==> src/rtl/dpu_mem_pkg.sv <==
`default_nettype none
// ============================================================================
// Module      : dpu_mem_pkg
// Description : Shared definitions for the image memory-pool read/write
//               arbiters. It holds the one-hot grant encodings, the requester
//               index constants and a one-hot-to-select helper.
// Revision    : 1.0 - initial release
// ============================================================================
package dpu_mem_pkg;

  // One-hot holder encodings. NONE_USE means the port is idle.
  typedef enum logic [2:0] {
    NONE_USE = 3'b000,
    CONV_USE = 3'b001,
    MISC_USE = 3'b010,
    SAVE_USE = 3'b100
  } grant_e;

  localparam int unsigned NUM_REQ  = 3;
  localparam int unsigned CONV_IDX = 0;
  localparam int unsigned MISC_IDX = 1;
  localparam int unsigned SAVE_IDX = 2;

  // Converts a one-hot grant to a mux select. NONE maps to the conv select,
  // but callers qualify the result with the grant, so that value is never used.
  function automatic logic [1:0] grant_to_sel(input logic [2:0] grant);
    logic [1:0] sel;
    sel = 2'd0;
    if (grant[MISC_IDX]) sel = 2'd1;
    if (grant[SAVE_IDX]) sel = 2'd2;
    return sel;
  endfunction

endpackage
`default_nettype wire

==> src/rtl/read_arbiter_if.sv <==
`default_nettype none
// ============================================================================
// Module      : read_arbiter_if
// Description : Bundles the requester-side handshake buses (conv, misc, save)
//               and the RAM read port of one pool group.
//               slave  : arbiter view  (requests in, grants/data/RAM cmd out)
//               master : environment view (requesters and the RAM model)
// Revision    : 1.0 - initial release
// ============================================================================
interface read_arbiter_if #(
  parameter int ROW_PARA   = 4,
  parameter int ADDR_WIDTH = 48,
  parameter int DATA_WIDTH = 256
);
  logic                  conv_read_valid_i, misc_read_valid_i, save_read_valid_i;
  logic [ROW_PARA-1:0]   conv_read_bank_en_i, misc_read_bank_en_i, save_read_bank_en_i;
  logic [ADDR_WIDTH-1:0] conv_read_addr_i, misc_read_addr_i, save_read_addr_i;
  logic                  conv_read_ready_o, misc_read_ready_o, save_read_ready_o;
  logic                  conv_read_data_valid_o, misc_read_data_valid_o, save_read_data_valid_o;
  logic [DATA_WIDTH-1:0] conv_read_data_o, misc_read_data_o, save_read_data_o;
  logic                  ram_read_en_o;
  logic [ROW_PARA-1:0]   ram_read_bank_en_o;
  logic [ADDR_WIDTH-1:0] ram_read_addr_o;
  logic [DATA_WIDTH-1:0] ram_read_data_i;

  modport slave (
    input  conv_read_valid_i, misc_read_valid_i, save_read_valid_i,
    input  conv_read_bank_en_i, misc_read_bank_en_i, save_read_bank_en_i,
    input  conv_read_addr_i, misc_read_addr_i, save_read_addr_i,
    output conv_read_ready_o, misc_read_ready_o, save_read_ready_o,
    output conv_read_data_valid_o, misc_read_data_valid_o, save_read_data_valid_o,
    output conv_read_data_o, misc_read_data_o, save_read_data_o,
    output ram_read_en_o, ram_read_bank_en_o, ram_read_addr_o,
    input  ram_read_data_i
  );

  modport master (
    output conv_read_valid_i, misc_read_valid_i, save_read_valid_i,
    output conv_read_bank_en_i, misc_read_bank_en_i, save_read_bank_en_i,
    output conv_read_addr_i, misc_read_addr_i, save_read_addr_i,
    input  conv_read_ready_o, misc_read_ready_o, save_read_ready_o,
    input  conv_read_data_valid_o, misc_read_data_valid_o, save_read_data_valid_o,
    input  conv_read_data_o, misc_read_data_o, save_read_data_o,
    input  ram_read_en_o, ram_read_bank_en_o, ram_read_addr_o,
    output ram_read_data_i
  );
endinterface
`default_nettype wire

==> src/rtl/read_arbiter_return_pipe.sv <==
`default_nettype none
// ============================================================================
// Module      : read_return_pipe
// Description : Return path of the read arbiter. A one-hot owner tag enters at
//               the issue stage and travels RAM_LATENCY more stages, lining up
//               with the RAM read data; the data is then captured into a
//               shared register and the tag becomes the per-owner valid pulse.
// Ports       : clk, rst_p      - clock, synchronous active-high reset
//               issue_tag_i     - one-hot owner of the read issued this cycle
//               ram_data_i      - RAM read data
//               data_valid_o    - one-hot returned-data valid
//               data_o          - returned data (shared by all owners)
// Revision    : 1.0 - initial release
// ============================================================================
module read_return_pipe
  import dpu_mem_pkg::*;
#(
  parameter int RAM_LATENCY = 2,
  parameter int DATA_WIDTH  = 256
) (
  input  logic                  clk,
  input  logic                  rst_p,
  input  logic [NUM_REQ-1:0]    issue_tag_i,
  input  logic [DATA_WIDTH-1:0] ram_data_i,
  output logic [NUM_REQ-1:0]    data_valid_o,
  output logic [DATA_WIDTH-1:0] data_o
);
  // Stage 0 is aligned with the registered RAM command; stage RAM_LATENCY is
  // aligned with valid RAM read data.
  logic [NUM_REQ-1:0]    tag_q [RAM_LATENCY+1];
  logic [NUM_REQ-1:0]    tag_d [RAM_LATENCY+1];
  logic [NUM_REQ-1:0]    data_valid_q, data_valid_d;
  logic [DATA_WIDTH-1:0] data_q, data_d;

  always_comb begin
    tag_d[0] = issue_tag_i;
    for (int i = 1; i <= RAM_LATENCY; i++) tag_d[i] = tag_q[i-1];
    data_valid_d = tag_q[RAM_LATENCY];
    data_d       = (|tag_q[RAM_LATENCY]) ? ram_data_i : data_q;
  end

  always_ff @(posedge clk) begin
    if (rst_p) begin
      for (int i = 0; i <= RAM_LATENCY; i++) tag_q[i] <= NONE_USE;
      data_valid_q <= '0;
      data_q       <= '0;
    end else begin
      for (int i = 0; i <= RAM_LATENCY; i++) tag_q[i] <= tag_d[i];
      data_valid_q <= data_valid_d;
      data_q       <= data_d;
    end
  end

  assign data_valid_o = data_valid_q;
  assign data_o       = data_q;
endmodule
`default_nettype wire

==> src/rtl/read_arbiter.sv <==
`default_nettype none
// ============================================================================
// Module      : read_arbiter
// Description : Shares the read port of one image memory-pool group among the
//               conv, misc and save requesters. The current holder keeps the
//               port while valid, otherwise fixed priority conv > misc > save.
//               The RAM command is registered and read data is returned to
//               the owner only, RAM_LATENCY + 2 cycles after the handshake.
// Ports       : clk, rst_p - clock, synchronous active-high reset
//               bus         - read_arbiter_if.slave (requests, grants,
//                             returned data, RAM read port)
// Option      : READ_ARB_FAIRNESS_EN - after MAX_HOLD consecutive transfers
//               by one holder, hand the port to the next waiting requester.
// Revision    : 1.0 - initial release
// ============================================================================
module read_arbiter
  import dpu_mem_pkg::*;
#(
  parameter int ROW_PARA    = 4,
  parameter int ADDR_WIDTH  = 48,
  parameter int DATA_WIDTH  = 256,
  parameter int RAM_LATENCY = 2,
  parameter int MAX_HOLD    = 16
) (
  input logic           clk,
  input logic           rst_p,
  read_arbiter_if.slave bus
);
  if (RAM_LATENCY < 1 || RAM_LATENCY > 4 || MAX_HOLD < 1) begin : g_param_check
    $error("read_arbiter: RAM_LATENCY must be 1..4 and MAX_HOLD at least 1");
  end

  logic [NUM_REQ-1:0] valid_vec;
  assign valid_vec = {bus.save_read_valid_i, bus.misc_read_valid_i, bus.conv_read_valid_i};

  // ---------------- grant state ----------------
  grant_e holder_q, holder_d;

`ifdef READ_ARB_FAIRNESS_EN
  localparam int CNT_W = $clog2(MAX_HOLD) + 1;
  localparam logic [CNT_W-1:0] CNT_MAX = CNT_W'(MAX_HOLD);
  logic [CNT_W-1:0] hold_cnt_q, hold_cnt_d;
  grant_e           rotate_grant;
`endif

  always_comb begin
    holder_d = NONE_USE;
    if (|(holder_q & valid_vec))     holder_d = holder_q;
    else if (valid_vec[CONV_IDX])    holder_d = CONV_USE;
    else if (valid_vec[MISC_IDX])    holder_d = MISC_USE;
    else if (valid_vec[SAVE_IDX])    holder_d = SAVE_USE;
`ifdef READ_ARB_FAIRNESS_EN
    // Next waiting requester after the holder in cyclic order; only used
    // when some requester other than the holder is valid.
    rotate_grant = NONE_USE;
    case (holder_q)
      CONV_USE: rotate_grant = valid_vec[MISC_IDX] ? MISC_USE : SAVE_USE;
      MISC_USE: rotate_grant = valid_vec[SAVE_IDX] ? SAVE_USE : CONV_USE;
      SAVE_USE: rotate_grant = valid_vec[CONV_IDX] ? CONV_USE : MISC_USE;
      default:  rotate_grant = NONE_USE;
    endcase
    if (holder_d != NONE_USE && holder_d == holder_q && hold_cnt_q == CNT_MAX &&
        |(valid_vec & ~holder_q)) begin
      holder_d = rotate_grant;
    end
    // The count includes the transfer granted this cycle, so a new holder
    // restarts at one and a holder is suspended after exactly MAX_HOLD grants.
    if (holder_d == NONE_USE)      hold_cnt_d = '0;
    else if (holder_d != holder_q) hold_cnt_d = CNT_W'(1);
    else if (hold_cnt_q != CNT_MAX) hold_cnt_d = hold_cnt_q + 1'b1;
    else                           hold_cnt_d = hold_cnt_q;
`endif
  end

  // Every grant goes to a valid requester, so a grant is a transfer.
  assign bus.conv_read_ready_o = holder_d[CONV_IDX];
  assign bus.misc_read_ready_o = holder_d[MISC_IDX];
  assign bus.save_read_ready_o = holder_d[SAVE_IDX];

  // ---------------- issue stage ----------------
  logic [1:0]            sel;
  logic [ROW_PARA-1:0]   req_bank_en;
  logic [ADDR_WIDTH-1:0] req_addr;
  logic                  ram_en_q, ram_en_d;
  logic [ROW_PARA-1:0]   bank_en_q, bank_en_d;
  logic [ADDR_WIDTH-1:0] addr_q, addr_d;
  logic [NUM_REQ-1:0]    issue_tag;

  always_comb begin
    sel = grant_to_sel(holder_d);
    case (sel)
      2'd1:    begin req_bank_en = bus.misc_read_bank_en_i; req_addr = bus.misc_read_addr_i; end
      2'd2:    begin req_bank_en = bus.save_read_bank_en_i; req_addr = bus.save_read_addr_i; end
      default: begin req_bank_en = bus.conv_read_bank_en_i; req_addr = bus.conv_read_addr_i; end
    endcase
    ram_en_d  = 1'b0;
    bank_en_d = '0;
    addr_d    = addr_q;
    issue_tag = NONE_USE;
    if (holder_d != NONE_USE) begin
      bank_en_d = req_bank_en;
      addr_d    = req_addr;
      ram_en_d  = |req_bank_en;
      // A zero-bank read is accepted but nothing comes back, so tag it NONE.
      if (ram_en_d) issue_tag = holder_d;
    end
  end

  always_ff @(posedge clk) begin
    if (rst_p) begin
      holder_q  <= NONE_USE;
      ram_en_q  <= 1'b0;
      bank_en_q <= '0;
      addr_q    <= '0;
`ifdef READ_ARB_FAIRNESS_EN
      hold_cnt_q <= '0;
`endif
    end else begin
      holder_q  <= holder_d;
      ram_en_q  <= ram_en_d;
      bank_en_q <= bank_en_d;
      addr_q    <= addr_d;
`ifdef READ_ARB_FAIRNESS_EN
      hold_cnt_q <= hold_cnt_d;
`endif
    end
  end

  assign bus.ram_read_en_o      = ram_en_q;
  assign bus.ram_read_bank_en_o = bank_en_q;
  assign bus.ram_read_addr_o    = addr_q;

  // ---------------- return path ----------------
  logic [NUM_REQ-1:0]    ret_valid;
  logic [DATA_WIDTH-1:0] ret_data;

  read_return_pipe #(
    .RAM_LATENCY (RAM_LATENCY),
    .DATA_WIDTH  (DATA_WIDTH)
  ) u_return_pipe (
    .clk          (clk),
    .rst_p        (rst_p),
    .issue_tag_i  (issue_tag),
    .ram_data_i   (bus.ram_read_data_i),
    .data_valid_o (ret_valid),
    .data_o       (ret_data)
  );

  assign bus.conv_read_data_valid_o = ret_valid[CONV_IDX];
  assign bus.misc_read_data_valid_o = ret_valid[MISC_IDX];
  assign bus.save_read_data_valid_o = ret_valid[SAVE_IDX];
  assign bus.conv_read_data_o       = ret_data;
  assign bus.misc_read_data_o       = ret_data;
  assign bus.save_read_data_o       = ret_data;
endmodule
`default_nettype wire

==> src/flat_wrapper.sv <==
// flat-port wrapper written by rule: the top's interface ports become plain ports
module read_arbiter_flat import dpu_mem_pkg::*;
#(
  parameter int ROW_PARA    = 4,
  parameter int ADDR_WIDTH  = 48,
  parameter int DATA_WIDTH  = 256,
  parameter int RAM_LATENCY = 2,
  parameter int MAX_HOLD    = 16
)
  (clk, rst_p, bus_conv_read_valid_i, bus_misc_read_valid_i, bus_save_read_valid_i, bus_conv_read_bank_en_i, bus_misc_read_bank_en_i, bus_save_read_bank_en_i, bus_conv_read_addr_i, bus_misc_read_addr_i, bus_save_read_addr_i, bus_conv_read_ready_o, bus_misc_read_ready_o, bus_save_read_ready_o, bus_conv_read_data_valid_o, bus_misc_read_data_valid_o, bus_save_read_data_valid_o, bus_conv_read_data_o, bus_misc_read_data_o, bus_save_read_data_o, bus_ram_read_en_o, bus_ram_read_bank_en_o, bus_ram_read_addr_o, bus_ram_read_data_i);
  read_arbiter_if #(.ROW_PARA(ROW_PARA), .ADDR_WIDTH(ADDR_WIDTH), .DATA_WIDTH(DATA_WIDTH)) bus_i ();
  input logic clk;
  input logic rst_p;
  input wire logic [$bits(bus_i.conv_read_valid_i)-1:0] bus_conv_read_valid_i;
  input wire logic [$bits(bus_i.misc_read_valid_i)-1:0] bus_misc_read_valid_i;
  input wire logic [$bits(bus_i.save_read_valid_i)-1:0] bus_save_read_valid_i;
  input wire logic [$bits(bus_i.conv_read_bank_en_i)-1:0] bus_conv_read_bank_en_i;
  input wire logic [$bits(bus_i.misc_read_bank_en_i)-1:0] bus_misc_read_bank_en_i;
  input wire logic [$bits(bus_i.save_read_bank_en_i)-1:0] bus_save_read_bank_en_i;
  input wire logic [$bits(bus_i.conv_read_addr_i)-1:0] bus_conv_read_addr_i;
  input wire logic [$bits(bus_i.misc_read_addr_i)-1:0] bus_misc_read_addr_i;
  input wire logic [$bits(bus_i.save_read_addr_i)-1:0] bus_save_read_addr_i;
  output wire logic [$bits(bus_i.conv_read_ready_o)-1:0] bus_conv_read_ready_o;
  output wire logic [$bits(bus_i.misc_read_ready_o)-1:0] bus_misc_read_ready_o;
  output wire logic [$bits(bus_i.save_read_ready_o)-1:0] bus_save_read_ready_o;
  output wire logic [$bits(bus_i.conv_read_data_valid_o)-1:0] bus_conv_read_data_valid_o;
  output wire logic [$bits(bus_i.misc_read_data_valid_o)-1:0] bus_misc_read_data_valid_o;
  output wire logic [$bits(bus_i.save_read_data_valid_o)-1:0] bus_save_read_data_valid_o;
  output wire logic [$bits(bus_i.conv_read_data_o)-1:0] bus_conv_read_data_o;
  output wire logic [$bits(bus_i.misc_read_data_o)-1:0] bus_misc_read_data_o;
  output wire logic [$bits(bus_i.save_read_data_o)-1:0] bus_save_read_data_o;
  output wire logic [$bits(bus_i.ram_read_en_o)-1:0] bus_ram_read_en_o;
  output wire logic [$bits(bus_i.ram_read_bank_en_o)-1:0] bus_ram_read_bank_en_o;
  output wire logic [$bits(bus_i.ram_read_addr_o)-1:0] bus_ram_read_addr_o;
  input wire logic [$bits(bus_i.ram_read_data_i)-1:0] bus_ram_read_data_i;
  assign bus_i.conv_read_valid_i = bus_conv_read_valid_i;
  assign bus_i.misc_read_valid_i = bus_misc_read_valid_i;
  assign bus_i.save_read_valid_i = bus_save_read_valid_i;
  assign bus_i.conv_read_bank_en_i = bus_conv_read_bank_en_i;
  assign bus_i.misc_read_bank_en_i = bus_misc_read_bank_en_i;
  assign bus_i.save_read_bank_en_i = bus_save_read_bank_en_i;
  assign bus_i.conv_read_addr_i = bus_conv_read_addr_i;
  assign bus_i.misc_read_addr_i = bus_misc_read_addr_i;
  assign bus_i.save_read_addr_i = bus_save_read_addr_i;
  assign bus_conv_read_ready_o = bus_i.conv_read_ready_o;
  assign bus_misc_read_ready_o = bus_i.misc_read_ready_o;
  assign bus_save_read_ready_o = bus_i.save_read_ready_o;
  assign bus_conv_read_data_valid_o = bus_i.conv_read_data_valid_o;
  assign bus_misc_read_data_valid_o = bus_i.misc_read_data_valid_o;
  assign bus_save_read_data_valid_o = bus_i.save_read_data_valid_o;
  assign bus_conv_read_data_o = bus_i.conv_read_data_o;
  assign bus_misc_read_data_o = bus_i.misc_read_data_o;
  assign bus_save_read_data_o = bus_i.save_read_data_o;
  assign bus_ram_read_en_o = bus_i.ram_read_en_o;
  assign bus_ram_read_bank_en_o = bus_i.ram_read_bank_en_o;
  assign bus_ram_read_addr_o = bus_i.ram_read_addr_o;
  assign bus_i.ram_read_data_i = bus_ram_read_data_i;
  read_arbiter #(.ROW_PARA(ROW_PARA), .ADDR_WIDTH(ADDR_WIDTH), .DATA_WIDTH(DATA_WIDTH), .RAM_LATENCY(RAM_LATENCY), .MAX_HOLD(MAX_HOLD)) u_core (.clk(clk), .rst_p(rst_p), .bus(bus_i));
endmodule
==> config.mk <==
export PLATFORM = sky130hd
export DESIGN_NAME = read_arbiter_flat
export DESIGN_NICKNAME = d
export VERILOG_FILES = /design/src/rtl/dpu_mem_pkg.sv /design/src/rtl/read_arbiter_if.sv /design/src/rtl/read_arbiter_return_pipe.sv /design/src/rtl/read_arbiter.sv /design/src/flat_wrapper.sv
export SDC_FILE = /design/constraint.sdc
export NUM_CORES = 1
export LEC_CHECK = 0
export CAP_MARGIN = 5
export CORE_AREA = 10 10 480 482
export CTS_BUF_LIST = sky130_fd_sc_hd__clkbuf_8
export DETAILED_ROUTE_END_ITERATION = 6
export DIE_AREA = 0 0 490 492
export PLACE_DENSITY = 0.3
export SYNTH_ARGS = -nofsm -noshare
export SYNTH_HDL_FRONTEND = slang
export SYNTH_HIERARCHICAL = 1
export SYNTH_SLANG_ARGS = --single-unit
==> constraint.sdc <==
create_clock -name clk -period 2.5 [get_ports clk]
set_clock_uncertainty 0.15 [all_clocks]
set_input_delay 0.625 -clock clk [delete_from_list [all_inputs] [get_ports clk]]
set_output_delay 0.625 -clock clk [all_outputs]
set_load 0.02 [all_outputs]
==> results of run 1 <==
## path summary, 6_finish.rpt
kind / startpoint / cells after the start / end
setup / recovery: bus_save_read_valid_i / 6 / bus_save_read_ready_o
hold reg to reg: u_core/u_return_pipe/tag_q[0][3]$_SDFF_PP0_ / 1 / u_core/u_return_pipe/tag_q[0][6]$_SDFF_PP0_
setup reg to reg: u_core/holder_q[1]$_SDFF_PP0_ / 10 / u_core/bus.ram_read_addr_o[37]$_SDFFE_PP0P_
hold / removal: bus_ram_read_data_i[214] / 3 / u_core/u_return_pipe/data_o[214]$_SDFFE_PP0P_
## what timing repair did
item | in CTS | in global routing
setup buffers | 12 | 0
resized for setup | 1747 | 5
hold endpoints to repair | 10 | 0
endpoints found under the setup margin | 777 | 3
pin swaps | 5 | 2
hold buffers | 1 | 0
## routing by layer
layer  part of all wire (%)  vias up  global-route usage, %
met4                    2.2       54                   2.88
met5                   0.23        -                      0
met1                     41     9379                   14.6
li1                       -     8798                      -
met3                     11      209                   6.91
met2                     46      989                   20.6
## logic make-up (layout without fill, tap and decap cells)
kind of cell	Yosys count	after routing	share of synthesized area, %
other cells	0	21	0
buf+inv	758	1522	27.1
flops	324	324	34.1
simple gates	386	386	16.4
mux	1	1	0.0526
compound gates	637	637	22.4
## area by class of cell
type,instances,share of cell area (%)
inverter,8,0.0994
sequential,324,20.5
clock inverter,41,0.539
clock buffer,87,3.66
tap,2975,11.4
timing repair buffer,1386,40.9
antenna,21,0.161
multi-input combinational,1024,22.8
## stage by stage
stage | hold slack (ns) | total power [mW] | setup slack (ns) | utilization, %
2_1_floorplan | 0.264 | 7.91 | 0.243 | -
3_3_place_gp | 0.265 | 10.4 | -0.594 | 14.2
3_5_place_dp | 0.270 | 10.4 | -0.626 | 14.2
4_1_cts | 0.0592 | 16.7 | -0.323 | 14.8
5_1_grt | 0.143 | 17.0 | -0.314 | 14.8
6_report | 0.249 | 16.0 | -0.179 | 14.8
## placed cells by master (no fill, tap or decap), types with 49 or more instances in the layout
cell type | Yosys | final
dlygate4sd2_1 | 0 | 361
dfxtp_2 | 0 | 92
a211oi_1 | 49 | 49
clkdlybuf4s15_2 | 0 | 225
dfxtp_1 | 324 | 205
nor2_1 | 56 | 54
buf_4 | 520 | 163
clkdlybuf4s15_1 | 0 | 101
nand2_1 | 51 | 51
clkbuf_8 | 0 | 87
a21oi_1 | 262 | 261
clkdlybuf4s50_1 | 0 | 413
o31ai_1 | 256 | 256
or4b_1 | 256 | 256
buf_2 | 57 | 64
## power breakdown
part / internal, mW / switching, mW
sequential: 5.45 / 0.426
combinational: 1.79 / 2.21
clock: 3.12 / 3.04
## registers in the layout, summed over array words and instances (netlist names)
register / cells
u_core/bus.ram_read_bank_en_o: 4
u_core/bus.ram_read_en_o: 1
u_core/bus.ram_read_addr_o: 48
u_core/u_return_pipe/data_valid_o: 3
u_core/u_return_pipe/data_o: 256
u_core/holder_q: 3
u_core/u_return_pipe/tag_q: 9
## critical path: stages
cell	delay, ns
clkdlybuf4s50_1	0.47
buf_4	0.17
buf_4	0.17
a22oi_4	0.23
inv_4	0.09
buf_8	0.14
==> flow_summary.toml, run 1 <==
[worst_setup_path]
cp.arrival_ns = 1.90
path_max_fanout = 8
r2r_slack_ns = 0.24
cp-end-kind = "primary output"
crit_required_ns = 1.73
worstSetupPathType = "in2out"
cp-start-kind = "input port"

[power]
leakagePower_nw = 13.3
power_density_nw_per_um2 = 490
ir_drop_mv = 0.369

[synthesis]
yosysWarnings = 6
synth_common_cells = "buf_4, dfxtp_1, a21oi_1"
synth.cell_area_um2 = 19000
synth_edf_count = 0
netlist_instances = 2106
synth_ff_type = "dfxtp_1"
synth_cell_type_count = 39
yosysMostFrequentCell = "buf_4"
ys_seq_elements = 324
yosys.area.top_type_share_pct = 34.1
yosysSeqAreaShare_pct = 34.1
synthArstFlopShare_pct = 0
synthTopCellsByArea = "dfxtp_1, buf_4, or4b_1"
synthesis.nets = 2523
synth_area_leader_cell = "dfxtp_1"
syn_avg_cell_area_um2 = 9.04

[grt]
grt_max_degree = 80
antenna_found_initial = 64
grt_pass1_vias = 20600
grt_overflow = 0
grt_pass1_wl_um = 211000
grt_usage_pct = 12.7

[floorplanning]
io_pins = 1244
core-area_um2 = 221000
start_util_pct = 8.61
die_h_um = 492
die_x_um = 490
dieArea_um2 = 241000
rows = 173

[layout]
final_nets = 3239
multiInputGateArea_um2 = 7440
nFillCells = 25200
layout-drive-gt1-share_pct = 25.9
area_delta_synth_final_pct = 71.8
final_area_um2 = 32700
final_cells = 5866
seq_area_um2 = 6700

[detailed_routing]
drt_iter0_markers = 1007
vias = 19400
drc_errors = 0
dr.pass1.iters = 5
drt_wl_total_um = 160000
final_antenna_net_count = 0
vias_per_cell = 3.31
wl_per_cell_um = 27.3

[job]
drv_cap = 0

[clock_tree]
cts.sinks = 324
clkLatencyLatePin_ns = 0.78
cts_tree = "built"
h-tree-depth = 3
root_buffer = "clkbuf_8"
clk_path_buf_depth = 3
path_clk_slew_ns = 0.05
numCtsBuffers = 78

[outcome]
status = "finished with violations"
violations = "negative setup slack"

[timing]
max_slew_margin_pct = 60.8
post-route-period-util_pct = 107
tightest_slew_ns = 0.588
tns_ns = -0.398
finalSetupViolCount = 3
fin_crit_ns = 2.68
rsz0062_at_grt = "true"
fmax_ghz = 0.373
finalMaxSlewViolations = 0
layout_setup_ws_ns = -0.179
hold_viol = 0

[placement]
port-buffer-count = 1243
gp_congestion = 0.777
dpl-instance-area_um2 = 31400
dp_hpwl_um = 132000
dp_cells = 5705

[min_path]
hold_class = "in2reg"
Note: power is estimated with default switching activity, not from simulation.
==> run 2, diff against run 1 <==
==> constraint.sdc (replaced) <==
create_clock -name clk -period 2.6 [get_ports clk]
set_clock_uncertainty 0.15 [all_clocks]
set_input_delay 0.65 -clock clk [delete_from_list [all_inputs] [get_ports clk]]
set_output_delay 0.65 -clock clk [all_outputs]
set_load 0.02 [all_outputs]
==> flow_summary.toml, run 2 (synthesized netlist as in run 1, its figures left out) <==
[outcome]
status = "finished with violations"
violations = "negative setup slack"

[worst_setup_path]
cp-start-kind = "input port"
worstSetupPathType = "in2out"
cp-end-kind = "primary output"
crit_required_ns = 1.80
r2r_end = "u_core/bus.ram_read_addr_o[30]$_SDFFE_PP0P_"
timing.rr.start = "u_core/holder_q[1]$_SDFF_PP0_"
r2r_slack_ns = 0.25
path_max_fanout = 4
reg2reg_depth = 10
cp.arrival_ns = 1.94

[grt]
grt_overflow = 0
antenna_found_initial = 70
grt_pass1_vias = 20200
grt_pass1_wl_um = 209000
grt_max_degree = 93
grt_usage_pct = 12.7

[timing]
finalMaxSlewViolations = 0
layout_setup_ws_ns = -0.137
fmax_ghz = 0.365
hold_viol = 0
tightest_slew_ns = 0.617
post-route-period-util_pct = 105
finalSetupViolCount = 3
max_slew_margin_pct = 58.8
rsz0062_at_grt = "true"
fin_crit_ns = 2.74

[layout]
area_delta_synth_final_pct = 71.3
final_area_um2 = 32600
nFillCells = 25300
largest_register_ffs = 256
final_nets = 3231
final_cell_mix = "dlygate4sd2_1, clkdlybuf4s50_1, a21oi_1"
final_common_cell = "dlygate4sd2_1"
layout-drive-gt1-share_pct = 20.8
final_cells = 5869

[placement]
dp_cells = 5692
dp_hpwl_um = 131000
port-buffer-count = 1243
pre_cts_ws_ns = -0.622
dpl-instance-area_um2 = 31300
gp_congestion = 0.762

[floorplanning]
dieArea_um2 = 241000
die_h_um = 492
rows = 173
die_x_um = 490
io_pins = 1244
start_util_pct = 8.61
core-area_um2 = 221000

[detailed_routing]
final_antenna_net_count = 0
vias = 19400
vias_per_cell = 3.31
wl_per_cell_um = 27.4
drc_errors = 0
drt_wl_total_um = 161000
drt_iter0_markers = 921
dr.pass1.iters = 5

[power]
comb_power_share_pct = 23.4
sw_frac_of_total_pct = 34.8
p_switching_mw = 5.65
p_int_mw = 10.6
leakagePower_nw = 13.9
ir_drop_mv = 0.350
power.share.sequential_pct = 34.8
power_density_nw_per_um2 = 499
p_clk_share_pct = 41.8

[clock_tree]
cts_tree = "built"
root_buffer = "clkbuf_8"
cts.sinks = 324
path_clk_slew_ns = 0.06
clk_path_buf_depth = 3
clkLatencyLatePin_ns = 0.78
h-tree-depth = 3
numCtsBuffers = 78

[min_path]
hold_class = "in2reg"
min_delay_path_depth = 3
hold-path-endpoint = "u_core/u_return_pipe/data_o[229]$_SDFFE_PP0P_"
worst_hold_startpoint = "bus_ram_read_data_i[229]"

[job]
drv_cap = 0
==> run 2: per-layer routing <==
metal,up-vias,wire [um],global-route usage [%],part of all wire [%]
li1,8797,-,-,-
met1,9398,62700,14.1,39
met2,1008,73800,20.6,46
met3,192,20800,7.60,13
met4,52,2890,2.87,1.8
met5,-,353,0,0.22
==> run 2: cell type report <==
cell class | count | area (um^2) | share of cell area [%]
antenna | 21 | 52.6 | 0.161
clock buffer | 94 | 1290 | 3.97
clock inverter | 45 | 333 | 1.02
inverter | 8 | 35.0 | 0.107
multi-input combinational | 1024 | 7470 | 22.9
sequential | 324 | 6650 | 20.4
tap | 2975 | 3720 | 11.4
timing repair buffer | 1378 | 13100 | 40.1
==> run 2: through the flow <==
step	hold WS [ns]	utilization (%)	TNS (ns)	total power, mW
detailed placement	0.273	14.1	-23.44	9.99
global route	0.172	14.7	-0.697	17.2
CTS	0.0762	14.7	-0.802	16.9
finish	0.256	14.8	-0.312	16.3
floorplan	0.264	-	0	7.60
global placement	0.265	14.1	-22.63	10.0
==> run 2: how the worst max path moves through the flow <==
stage                                  startpoint                     to  slack, ns  cells past startpoint
floorplan                   bus_save_read_valid_i  bus_conv_read_ready_o       0.29                      5
global placement            bus_conv_read_valid_i  bus_misc_read_ready_o      -0.63                      6
detailed placement          bus_conv_read_valid_i  bus_misc_read_ready_o      -0.62                      6
CTS                 u_core/holder_q[2]$_SDFF_PP0_  bus_conv_read_ready_o      -0.28                      5
global route        u_core/holder_q[2]$_SDFF_PP0_  bus_conv_read_ready_o      -0.28                      5
finish                      bus_save_read_valid_i  bus_conv_read_ready_o      -0.14                      6
==> run 2: worst max-delay path, stage by stage <==
cell and delay, ns:
clkdlybuf4s50_1 0.50, and2_4 0.20, a21oi_4 0.12, mux2i_2 0.25
inv_1 0.08, buf_6 0.13
==> run 2: what timing repair did <==
action / in CTS / in global routing
hold buffers: 1 / 0
buffers inserted: 14 / 3
pin swaps: 3 / 4
cloned: 0 / 0
gates resized for setup: 1407 / 13
endpoints found under the hold margin: 4 / 0
endpoints found under the setup margin: 790 / 3
==> run 2: power by group through the flow <==
stage	Combinational, mW	Sequential (mW)	Clock, mW
floorplan	1.77	5.84	0
global placement	4.22	5.79	0
detailed placement	4.20	5.79	0
finish	3.81	5.66	6.80
global route	4.07	5.71	7.42
CTS	3.90	5.69	7.28
==> run 3, diff against run 2 <==
--- a/config.mk
+++ b/config.mk
@@ -6,11 +6,13 @@
 export NUM_CORES = 1
 export LEC_CHECK = 0
 export CAP_MARGIN = 5
-export CORE_AREA = 10 10 480 482
+export CELL_PAD_IN_SITES_DETAIL_PLACEMENT = 0
+export CELL_PAD_IN_SITES_GLOBAL_PLACEMENT = 2
+export CORE_AREA = 10 10 478 480
 export CTS_BUF_LIST = sky130_fd_sc_hd__clkbuf_8
 export DETAILED_ROUTE_END_ITERATION = 6
-export DIE_AREA = 0 0 490 492
-export PLACE_DENSITY = 0.3
+export DIE_AREA = 0 0 488 490
+export PLACE_DENSITY = 0.45
 export SYNTH_ARGS = -nofsm -noshare
 export SYNTH_HDL_FRONTEND = slang
 export SYNTH_HIERARCHICAL = 1
==> flow_summary.toml, run 3 (synthesized netlist as in run 1, its figures left out) <==
[floorplanning]
die_x_um = 488
dieArea_um2 = 239000
start_util_pct = 8.70
io_pins = 1244
core-area_um2 = 219000
die_h_um = 490
rows = 172

[grt]
antenna_found_initial = 60
grt_max_degree = 105
grt_usage_pct = 12.3
grt_pass1_vias = 19800
grt_pass1_wl_um = 202000
grt_overflow = 0

[placement]
gp_congestion = 0.768
dp_hpwl_um = 129000
port-buffer-count = 1243
dpl-instance-area_um2 = 31400

[layout]
layout-drive-gt1-share_pct = 19.0
largest_register_ffs = 256
final_cell_mix = "dlygate4sd2_1, clkdlybuf4s50_1, a21oi_1"
final_util_pct = 14.9
area_delta_synth_final_pct = 71.0
final_nets = 3252
final_common_cell = "dlygate4sd2_1"
final_area_um2 = 32500

[clock_tree]
path_clk_slew_ns = 0.06
root_buffer = "clkbuf_8"
h-tree-depth = 3
clk_path_buf_depth = 3
clkLatencyLatePin_ns = 0.76
numCtsBuffers = 78
cts.sinks = 324
cts_tree = "built"

[timing]
max_slew_margin_pct = 58.5
layout_setup_ws_ns = -0.0451
fin_crit_ns = 2.65
post-route-period-util_pct = 102
tns_ns = -0.0825
fmax_ghz = 0.378
finalSetupViolCount = 2
rsz0062_at_grt = "true"
hold_slack_ns = 0.269
tightest_slew_ns = 0.617
hold_viol = 0
finalMaxSlewViolations = 0

[job]
drv_cap = 0

[worst_setup_path]
critPathSlowestCell = "dfxtp_4"
cp-start-kind = "flop"
worstSetupPathType = "reg2out"
crit_chain = "buf_6 -> a22o_1 -> a22oi_4 -> inv_6 -> buf_6"
r2r_slack_ns = 0.30
crit_required_ns = 1.80
path_max_fanout = 4
cpPeakStageDelay_ns = 0.37
worst_path_most_repeated_cell = "buf_6"
cp.arrival_ns = 1.85
cp-end-kind = "primary output"
cp_top_family = "compound AO/OA/AOI/OAI gates"
path_buf_inv = 3

[detailed_routing]
drc_errors = 0
wl_per_cell_um = 26.9
final_antenna_net_count = 0
drt_wl_total_um = 156000
vias_per_cell = 3.35
vias = 19400
drt_iter0_markers = 1041
dr.pass1.iters = 5

[power]
power_mw = 15.8
power_density_nw_per_um2 = 486
ir_drop_mv = 0.314
leakagePower_nw = 14.2

[outcome]
violations = "negative setup slack"
status = "finished with violations"

[min_path]
hold_class = "in2reg"
-- run 3: cell types whose count changed in the layout (fill, tap and decap cells not counted), sizes merged, moves of 2 or more --
cell           delta
bufinv            -3
clkinv            +2
buf              -22
clkdlybuf4s15    -34
dlygate4sd2      +77
-- run 3: per-stage QoR --
stage	setup WS [ns]	cells
after floorplan	0.293	2106
after global placement	-0.568	5617
after detailed placement	-0.558	5617
after CTS	-0.210	5760
after global routing	-0.183	5765
final	-0.0451	5783
-- run 3: power breakdown --
part / internal [mW] / switching, mW / total, mW
clock: 3.39 / 2.97 / 6.36
combinational: 1.68 / 2.10 / 3.78
sequential: 5.25 / 0.427 / 5.68
-- run 3: worst paths after layout --
check / startpoint / endpoint / cells after the start
worst max-delay path: u_core/holder_q[1]$_SDFF_PP0_ / bus_save_read_ready_o / 5
worst min-delay path: bus_ram_read_data_i[14] / u_core/u_return_pipe/data_o[14]$_SDFFE_PP0P_ / 3
worst max register to register: u_core/holder_q[1]$_SDFF_PP0_ / u_core/u_return_pipe/tag_q[0][1]$_SDFF_PP0_ / 10
worst min register to register: u_core/u_return_pipe/tag_q[0][2]$_SDFF_PP0_ / u_core/u_return_pipe/tag_q[0][5]$_SDFF_PP0_ / 1
-- run 3: final cells by class --
cell class | instances | area [um^2]
clock inverter | 42 | 224
fill | 24900 | 186000
clock buffer | 95 | 1310
inverter | 8 | 35.0
antenna | 20 | 50.0
multi-input combinational | 1024 | 7460
timing repair buffer | 1399 | 13300
tap | 2871 | 3590
sequential | 324 | 6630
-- run 3: tightest hold or removal path, cell delays in order --
cell	delay, ns
clkdlybuf4s50_1	0.40
o31ai_1	0.06
a21oi_1	0.06
-- run 3: layer usage --
layer | track usage [%] | routed length, um
met5 | 0 | 347
met4 | 2.93 | 2900
met3 | 6.94 | 20600
met2 | 19.7 | 70100
met1 | 14.1 | 61800
-- run 3: what timing repair did --
action | in CTS | in global routing
buffers inserted | 5 | 3
hold buffers | 1 | 0
endpoints found under the hold margin | 9 | 0
pin swaps | 3 | 5
gates cloned | 0 | 0
setup endpoints to repair | 794 | 3
resized for setup | 1240 | 13
